==> src/rtl/cmplx_accum_if.sv <==
// Valid/ready stream bundle for the complex accumulator: product beats in,
// rounded/saturated frame sums out.
interface cmplx_accum_if #(
  parameter int QI = 3,
  parameter int QF = 3,
  parameter int N  = 8
);
  localparam int PW = 2*QI + 2*QF + 1;
  localparam int OW = QI + QF;
  localparam int CW = $clog2(N) + 1;

  logic                 in_valid;
  logic                 in_ready;
  logic                 in_last;
  logic signed [PW-1:0] p_Re;
  logic signed [PW-1:0] p_Im;
  logic                 out_valid;
  logic                 out_ready;
  logic signed [OW-1:0] y_Re;
  logic signed [OW-1:0] y_Im;
  logic                 y_sat;
  logic [CW-1:0]        out_count;

  modport master (
    output in_valid, in_last, p_Re, p_Im, out_ready,
    input  in_ready, out_valid, y_Re, y_Im, y_sat, out_count
  );

  modport slave (
    input  in_valid, in_last, p_Re, p_Im, out_ready,
    output in_ready, out_valid, y_Re, y_Im, y_sat, out_count
  );
endinterface

==> src/rtl/cmplx_accum.sv <==
// Frame accumulator for full-precision complex products; rounds half-up and
// saturates the guarded sum back to the operand format.
module cmplx_accum #(
  parameter int QI = 3,
  parameter int QF = 3,
  parameter int N  = 8
) (
  input  logic          clk,
  input  logic          rst,
  cmplx_accum_if.slave  bus
);
  localparam int PW = 2*QI + 2*QF + 1;
  localparam int GW = $clog2(N);
  localparam int AW = PW + GW;
  localparam int OW = QI + QF;
  localparam int CW = GW + 1;
  localparam int RW = AW - QF + 1;

  localparam logic signed [AW:0]   HALF  = (AW+1)'(1 << (QF-1));
  localparam logic signed [RW-1:0] R_MAX = RW'((1 << (OW-1)) - 1);
  localparam logic signed [RW-1:0] R_MIN = RW'(-(1 << (OW-1)));

  typedef enum logic [1:0] {S_IDLE, S_ACC, S_ROUND, S_OUT} state_t;

  state_t               r_state;
  state_t               w_state_nxt;
  logic signed [AW-1:0] r_acc_re;
  logic signed [AW-1:0] r_acc_im;
  logic [CW-1:0]        r_cnt;
  logic signed [OW-1:0] r_y_re;
  logic signed [OW-1:0] r_y_im;
  logic                 r_y_sat;
  logic [CW-1:0]        r_out_count;

  logic                 w_accept;
  logic                 w_close;
  logic [CW-1:0]        w_cnt_inc;
  logic signed [AW-1:0] w_p_re_ext;
  logic signed [AW-1:0] w_p_im_ext;
  logic [OW:0]          w_re_rs;
  logic [OW:0]          w_im_rs;

  // Returns {clamped, value}: half-up rounding, then clamp to the output range.
  // One extra headroom bit keeps the rounding offset from wrapping a full sum.
  function automatic logic [OW:0] round_sat(input logic signed [AW-1:0] a);
    logic signed [AW:0]   t;
    logic signed [RW-1:0] r;
    t = {a[AW-1], a} + HALF;
    r = RW'(t >>> QF);
    if (r > R_MAX)      round_sat = {1'b1, R_MAX[OW-1:0]};
    else if (r < R_MIN) round_sat = {1'b1, R_MIN[OW-1:0]};
    else                round_sat = {1'b0, r[OW-1:0]};
  endfunction

  assign bus.in_ready = !rst && (r_state == S_IDLE || r_state == S_ACC);
  assign w_accept     = bus.in_valid && bus.in_ready;
  assign w_cnt_inc    = r_cnt + CW'(1);
  // cnt is zero in IDLE, so the same test also closes a frame when N == 1.
  assign w_close      = bus.in_last || (w_cnt_inc == CW'(N));
  assign w_p_re_ext   = {{GW{bus.p_Re[PW-1]}}, bus.p_Re};
  assign w_p_im_ext   = {{GW{bus.p_Im[PW-1]}}, bus.p_Im};
  assign w_re_rs      = round_sat(r_acc_re);
  assign w_im_rs      = round_sat(r_acc_im);

  // NOTE: state registers use non-blocking assignments so every flop samples
  // pre-edge values regardless of process ordering.
  always_ff @(posedge clk) begin
    if (rst) r_state <= S_IDLE;
    else     r_state <= w_state_nxt;
  end

  // NOTE: default assigned first so no path through the case infers a latch.
  always_comb begin
    w_state_nxt = r_state;
    unique case (r_state)
      S_IDLE,
      S_ACC:   if (w_accept && w_close) w_state_nxt = S_ROUND;
               else if (w_accept)       w_state_nxt = S_ACC;
      S_ROUND: w_state_nxt = S_OUT;
      S_OUT:   if (bus.out_ready)       w_state_nxt = S_IDLE;
      default: w_state_nxt = S_IDLE;
    endcase
  end

  always_ff @(posedge clk) begin
    if (rst) begin
      r_acc_re    <= '0;
      r_acc_im    <= '0;
      r_cnt       <= '0;
      r_y_re      <= '0;
      r_y_im      <= '0;
      r_y_sat     <= 1'b0;
      r_out_count <= '0;
    end else begin
      unique case (r_state)
        S_IDLE: if (w_accept) begin
          r_acc_re <= w_p_re_ext;
          r_acc_im <= w_p_im_ext;
          r_cnt    <= CW'(1);
        end
        S_ACC: if (w_accept) begin
          r_acc_re <= r_acc_re + w_p_re_ext;
          r_acc_im <= r_acc_im + w_p_im_ext;
          r_cnt    <= w_cnt_inc;
        end
        S_ROUND: begin
          r_y_re      <= w_re_rs[OW-1:0];
          r_y_im      <= w_im_rs[OW-1:0];
          r_y_sat     <= w_re_rs[OW] | w_im_rs[OW];
          r_out_count <= r_cnt;
        end
        S_OUT: if (bus.out_ready) begin
          r_acc_re <= '0;
          r_acc_im <= '0;
          r_cnt    <= '0;
        end
        default: ;
      endcase
    end
  end

  assign bus.out_valid = (r_state == S_OUT);
  assign bus.y_Re      = r_y_re;
  assign bus.y_Im      = r_y_im;
  assign bus.y_sat     = r_y_sat;
  assign bus.out_count = r_out_count;
endmodule

==> src/flat_wrapper.sv <==
// flat-port wrapper written by rule: the top's interface ports become plain ports
module cmplx_accum_flat 
#(
  parameter int QI = 3,
  parameter int QF = 3,
  parameter int N  = 8
)
  (clk, rst, bus_in_valid, bus_in_last, bus_p_Re, bus_p_Im, bus_out_ready, bus_in_ready, bus_out_valid, bus_y_Re, bus_y_Im, bus_y_sat, bus_out_count);
  cmplx_accum_if #(.QI(QI), .QF(QF), .N(N)) bus_i ();
  input  logic clk;
  input  logic rst;
  input wire logic [$bits(bus_i.in_valid)-1:0] bus_in_valid;
  input wire logic [$bits(bus_i.in_last)-1:0] bus_in_last;
  input wire logic [$bits(bus_i.p_Re)-1:0] bus_p_Re;
  input wire logic [$bits(bus_i.p_Im)-1:0] bus_p_Im;
  input wire logic [$bits(bus_i.out_ready)-1:0] bus_out_ready;
  output wire logic [$bits(bus_i.in_ready)-1:0] bus_in_ready;
  output wire logic [$bits(bus_i.out_valid)-1:0] bus_out_valid;
  output wire logic [$bits(bus_i.y_Re)-1:0] bus_y_Re;
  output wire logic [$bits(bus_i.y_Im)-1:0] bus_y_Im;
  output wire logic [$bits(bus_i.y_sat)-1:0] bus_y_sat;
  output wire logic [$bits(bus_i.out_count)-1:0] bus_out_count;
  assign bus_i.in_valid = bus_in_valid;
  assign bus_i.in_last = bus_in_last;
  assign bus_i.p_Re = bus_p_Re;
  assign bus_i.p_Im = bus_p_Im;
  assign bus_i.out_ready = bus_out_ready;
  assign bus_in_ready = bus_i.in_ready;
  assign bus_out_valid = bus_i.out_valid;
  assign bus_y_Re = bus_i.y_Re;
  assign bus_y_Im = bus_i.y_Im;
  assign bus_y_sat = bus_i.y_sat;
  assign bus_out_count = bus_i.out_count;
  cmplx_accum #(.QI(QI), .QF(QF), .N(N)) u_core (.clk(clk), .rst(rst), .bus(bus_i));
endmodule
==> config.mk <==
export PLATFORM = sky130hd
export DESIGN_NAME = cmplx_accum_flat
export DESIGN_NICKNAME = d
export VERILOG_FILES = /design/src/rtl/cmplx_accum_if.sv /design/src/rtl/cmplx_accum.sv /design/src/flat_wrapper.sv
export SDC_FILE = /design/constraint.sdc
export NUM_CORES = 1
export LEC_CHECK = 0
export CORE_MARGIN = 4
export CORE_UTILIZATION = 45
export CTS_CLUSTER_DIAMETER = 200
export DETAILED_ROUTE_END_ITERATION = 8
export GPL_TIMING_DRIVEN = 0
export PLACE_DENSITY = 0.7
export SKIP_CTS_REPAIR_TIMING = 1
export SLEW_MARGIN = 0
export SYNTH_ARGS = -nofsm -noshare
export SYNTH_HDL_FRONTEND = slang
export SYNTH_SLANG_ARGS = --single-unit
==> constraint.sdc <==
create_clock -name clk -period 3.8 [get_ports clk]
set_clock_uncertainty 0.2 [all_clocks]
set_input_delay 0.57 -clock clk [delete_from_list [all_inputs] [get_ports clk]]
set_output_delay 0.57 -clock clk [all_outputs]
set_load 0.005 [all_outputs]
After elaboration in Yosys (flattened, before gate mapping)
Index checks and enable logic that the tools add are counted.

storage, ports and cells
  register bits after elaboration = 55
  output and inout bits = 19
  word-level logic and storage cells = 56

cells by class
  $add $sub $neg = 5
  order comparisons = 4
  equality and inequality tests = 8
  muxes and demuxes = 19
  bitwise gates (word level) = 1
  reduce and logical (&&, ||, !) cells = 11

operators by type and width
  cell                                                         number
  case mux 16 bit (3 select lines)                             2
  two-way mux 16 bit                                           5
  adder 16 x 4 -> 17 bit, second input constant                2
  adder 16 x 13 -> 16 bit                                      2
  > comparator 14 x 6 -> 1 bit, second input constant          2
  less-than comparator 14 x 6 -> 1 bit, second input constant  2
  two-way mux 7 bit                                            4
  two-way mux 4 bit                                            3
  case mux 4 bit (3 select lines)                              1
  two-way mux 2 bit                                            3
  case mux 2 bit (3 select lines)                              1
  adder 4 x 1 -> 4 bit, second input constant                  1
  == test 2 bit, second input constant                         2
  == test 4 bit, second input constant                         1
  inequality test 2 x 1 -> 1 bit, second input constant        2
  AND reduction 4 bit                                          1
  logical AND 1 bit                                            3
  inequality test 3 x 1 -> 1 bit, second input constant        1
  nonzero test 3 bit                                           1
  == test 2 x 1 -> 1 bit, second input constant                1
  logical NOT 2 bit                                            1
  logical OR 1 bit                                             2
  inequality test 2 bit, second input constant                 1
  AND reduction 2 bit                                          1
  other kinds (3)                                              3

Logic depth before layout (Yosys ltp)
  word-level depth = 7
  mapped depth = 8

Worst setup path before layout
OpenSTA, ideal clock, no wires.

  kind = input to register
  from = in bus_p_Re[0]
  to = reg u_core.r_acc_re[14]
  library setup time = 112 ps
  data arrival time = 2564 ps
  data required time = 3488 ps
  slack = 923 ps
  cell stages on the path = 8
  buffers on the path = 0
  cells stage by stage = ha_1 > fa_1 > a211o_1 > a2111oi_2 > o21ai_2 > a41oi_2 > xor2_1 > a2111oi_1

between the ends
  longest elaborated chain between the ends = 3

RTL lines
  item                              line                text
  from (decl)                       flat_wrapper.sv:14  input wire logic [$bits(bus_i.p_Re)-1:0] bus_p_Re;
  adder 16 x 13 -> 16 bit           cmplx_accum.sv:102  r_acc_re <= r_acc_re + w_p_re_ext;
  two-way mux 16 bit                cmplx_accum.sv:101  S_ACC: if (w_accept) begin
  case mux 16 bit (3 select lines)  cmplx_accum.sv:95   unique case (r_state)
  to (signal assigned)              cmplx_accum.sv:97   r_acc_re <= w_p_re_ext;
  to (signal assigned)              cmplx_accum.sv:102
  to (decl)                         cmplx_accum.sv:27   logic signed [AW-1:0] r_acc_re;

No other way between the ends. The select of a mux whose other input is x is not followed.
A chain may end at the register's enable or synchronous reset.

Worst setup path in the final report
  from = in rst
  to = out bus_in_ready

between the ends
  longest elaborated chain between the ends = 2

RTL lines
  item               line                text
  from (decl)        flat_wrapper.sv:11  input logic rst;
  logical NOT 1 bit  cmplx_accum.sv:55   assign bus.in_ready = !rst && (r_state == S_IDLE || r_state == S_ACC);
  logical AND 1 bit  cmplx_accum.sv:55
  to (decl)          flat_wrapper.sv:17  output wire logic [$bits(bus_i.in_ready)-1:0] bus_in_ready;

No other way between the ends.

==> impl_metrics.ini <==
[placed_design]
io_buffers = 49
post-place-ws_ns = 0.2697
placed_area_um2 = 5343
dpl.cell_count = 763
routabilityCongestion = 0.8905
dp_hpwl_um = 10640

[clocking]
cts.sinks = 55
clkTransAtPathRegs_ns = 0.11
cts_tree = done
clockRootBuffer = clkbuf_8
htree_levels = 2
numCtsBuffers = 5
cts_buffer_depth = 2
insertion_delay_ns = 0.34

[yosys]
synthTopCellsByArea = dfxtp_1, ha_1, nor2_1, a21oi_1, nand2_1
synth_edf_count = 0
synth_top_area_share_pct = 23.50
ys_types = 88
syn-cell-area_um2 = 4686
netlist_instances = 581
yosysMostFrequentCell = nor2_1
syn_nets = 647
synth_seq_cells = 55
synth_common_cells = nor2_1, dfxtp_1, nand2_1
yosys.area.top_type = dfxtp_1
ys_seq_area_share_pct = 23.50
yosys_warnings = 0
synthArstFlopShare_pct = 0
avgSynthCellArea_um2 = 8.065
synth_ff_type = dfxtp_1

[final_layout]
multi_input_area_um2 = 3400
diodes = 0
finish.utilization_pct = 54.61
syn_to_final_growth_pct = 16.02
drive_gt1_share_pct = 8.934
fillers = 948
stdcell_count = 771
layout.nets = 703
finalInstanceArea_um2 = 5436
register_area_um2 = 1101

[sta]
drv_slew = 0
worst_pin_slew_ns = 0.7784
setup_viol = 0
fmax_mhz = 297.8
post-route-period-util_pct = 88.37
setup-tns-final_ns = 0
holdWs_ns = 0.2706
hold_viol_final = 0
fin_ws_ns = 0.4419
max-slew-margin-rel_pct = 48.10
rsz0062_at_grt = false
fin_crit_ns = 3.358

[pwr]
leakagePower_nw = 2.035
ir_worst_vdd_mv = 0.1856
power_density_nw_per_um2 = 306.3
power_mw = 1.665

[global_routing]
gr-total-overflow = 0
grt_max_degree = 20
grt_pass1_vias = 4667
grt_use_total_pct = 24.12
antenna_found_initial = 0
grt_pass1_wl_um = 23100

[setup_path]
cp_max_fo = 10
worst_setup_path_end_kind = output port
reg2reg_to = u_core.r_acc_re[14]$_SDFFE_PP0P_
crit_type = input port to output port
arrival_ns = 2.59
worstPathRequired_ns = 3.03
startpoint_type = input port
reg2reg_slack_ns = 0.88
r2r_start = u_core.r_acc_re[2]$_SDFFE_PP0P_
r2r_cells = 7

[route]
drt_iter0_drc = 349
first_pass_iters = 5
vias = 4827
drc = 0
drt-wirelength-per-cell_um = 18.21
wirelength_um = 14040
via_per_inst = 6.261
antenna_left = 0

[floorplan]
io_pins = 50
core-area_um2 = 9955
row_count = 36
die_x_um = 110.0
die_area_um2 = 12110
initial_core_util_pct = 47.07
die_h_um = 110.0

[hold_path]
holdCritPathClass = flip-flop to flip-flop
hold_end = u_core.bus.out_count[1]$_SDFFE_PP0N_
min_from = u_core.bus.out_count[1]$_SDFFE_PP0N_
whs_path_depth = 2

[status]
outcome = finished, final reports clean

[job]
maxCapViolations = 0
## flip-flops by register name, summed over array words and instances, names as in the netlist
name and count:
u_core.bus.y_Re 6, u_core.r_acc_re 16, u_core.r_state 2, u_core.bus.out_count 4, u_core.bus.y_sat 1, u_core.bus.y_Im 6
u_core.r_cnt 4, u_core.r_acc_im 16
## power by group
part | switching, mW | leakage, nW | internal, mW
Clock | 0.240 | 0.0452 | 0.136
Sequential | 0.0677 | 0.451 | 0.617
Combinational | 0.344 | 1.54 | 0.262
Total | 0.651 | 2.03 | 1.01
## layout make-up
class / instances / area share, %
Clock inverter: 3 / 0.4603
Tap cell: 133 / 3.061
Timing Repair Buffer: 49 / 9.022
Inverter: 11 / 0.7595
Sequential cell: 55 / 20.25
Multi-Input combinational cell: 481 / 62.53
Clock buffer: 5 / 1.266
Buffer: 34 / 2.647
## cells in the final DEF (no fill, tap or decap), types with 3 or more instances in the layout
cell type | Yosys | final
nand4b_1 | 3 | 3
or2_2 | 4 | 4
nand3_1 | 15 | 15
nor2b_1 | 4 | 4
o21a_1 | 11 | 11
clkdlybuf4s50_1 | 0 | 49
nand4_1 | 8 | 8
or3_1 | 4 | 4
a31oi_1 | 4 | 4
nand2_1 | 44 | 44
o21bai_1 | 9 | 9
a21oi_1 | 42 | 42
buf_2 | 9 | 9
o21ai_1 | 7 | 7
clkbuf_1 | 22 | 22
nor4_1 | 6 | 6
mux2i_1 | 7 | 7
o21ai_0 | 18 | 18
a221oi_1 | 14 | 14
a211o_1 | 5 | 5
clkbuf_8 | 0 | 5
nand3b_1 | 3 | 3
a21o_1 | 13 | 13
nor2_1 | 63 | 63
dfxtp_1 | 55 | 55
a211oi_1 | 18 | 18
a311oi_1 | 5 | 5
xor2_1 | 12 | 12
nor3_1 | 28 | 28
a211oi_2 | 8 | 8
and3_1 | 9 | 9
inv_1 | 10 | 10
xnor2_1 | 18 | 18
ha_1 | 33 | 33
## worst max-delay path: stages
cell and delay (ns):
clkdlybuf4s50_1 0.59, clkbuf_1 0.38, buf_1 0.44, nor2_1 0.13, clkdlybuf4s50_1 0.47
## per-layer routing
layer / vias to the layer above / GRT usage [%] / wire [um]
li1: 2323 / - / -
met1: 2281 / 31.82 / 6220
met2: 196 / 40.90 / 6528
met3: 27 / 3.378 / 1019
met4: 0 / 7.035 / 272
met5: - / 0 / 0
## worst max-delay path by stage
stage,start,slack (ns),cells after the start,end
2_1_floorplan,bus_p_Re[0],0.92,8,u_core.r_acc_re[14]$_SDFFE_PP0P_
3_3_place_gp,bus_p_Re[0],0.31,9,u_core.r_acc_re[14]$_SDFFE_PP0P_
3_5_place_dp,bus_p_Re[0],0.27,9,u_core.r_acc_re[14]$_SDFFE_PP0P_
4_1_cts,rst,0.44,5,bus_in_ready
5_1_grt,rst,0.34,5,bus_in_ready
6_report,rst,0.44,5,bus_in_ready
## cell families (layout without fill, tap and decap cells)
group / Yosys count / count (layout) / share of synthesized area (%)
compound gates: 197 / 197 / 32.52
simple gates: 211 / 211 / 23.02
xor+xnor: 30 / 30 / 5.607
mux: 8 / 8 / 1.736
buf+inv: 45 / 102 / 3.952
flops: 55 / 55 / 23.50
fa+ha+maj: 35 / 35 / 9.666
Note: power is estimated with default switching activity, not from simulation.
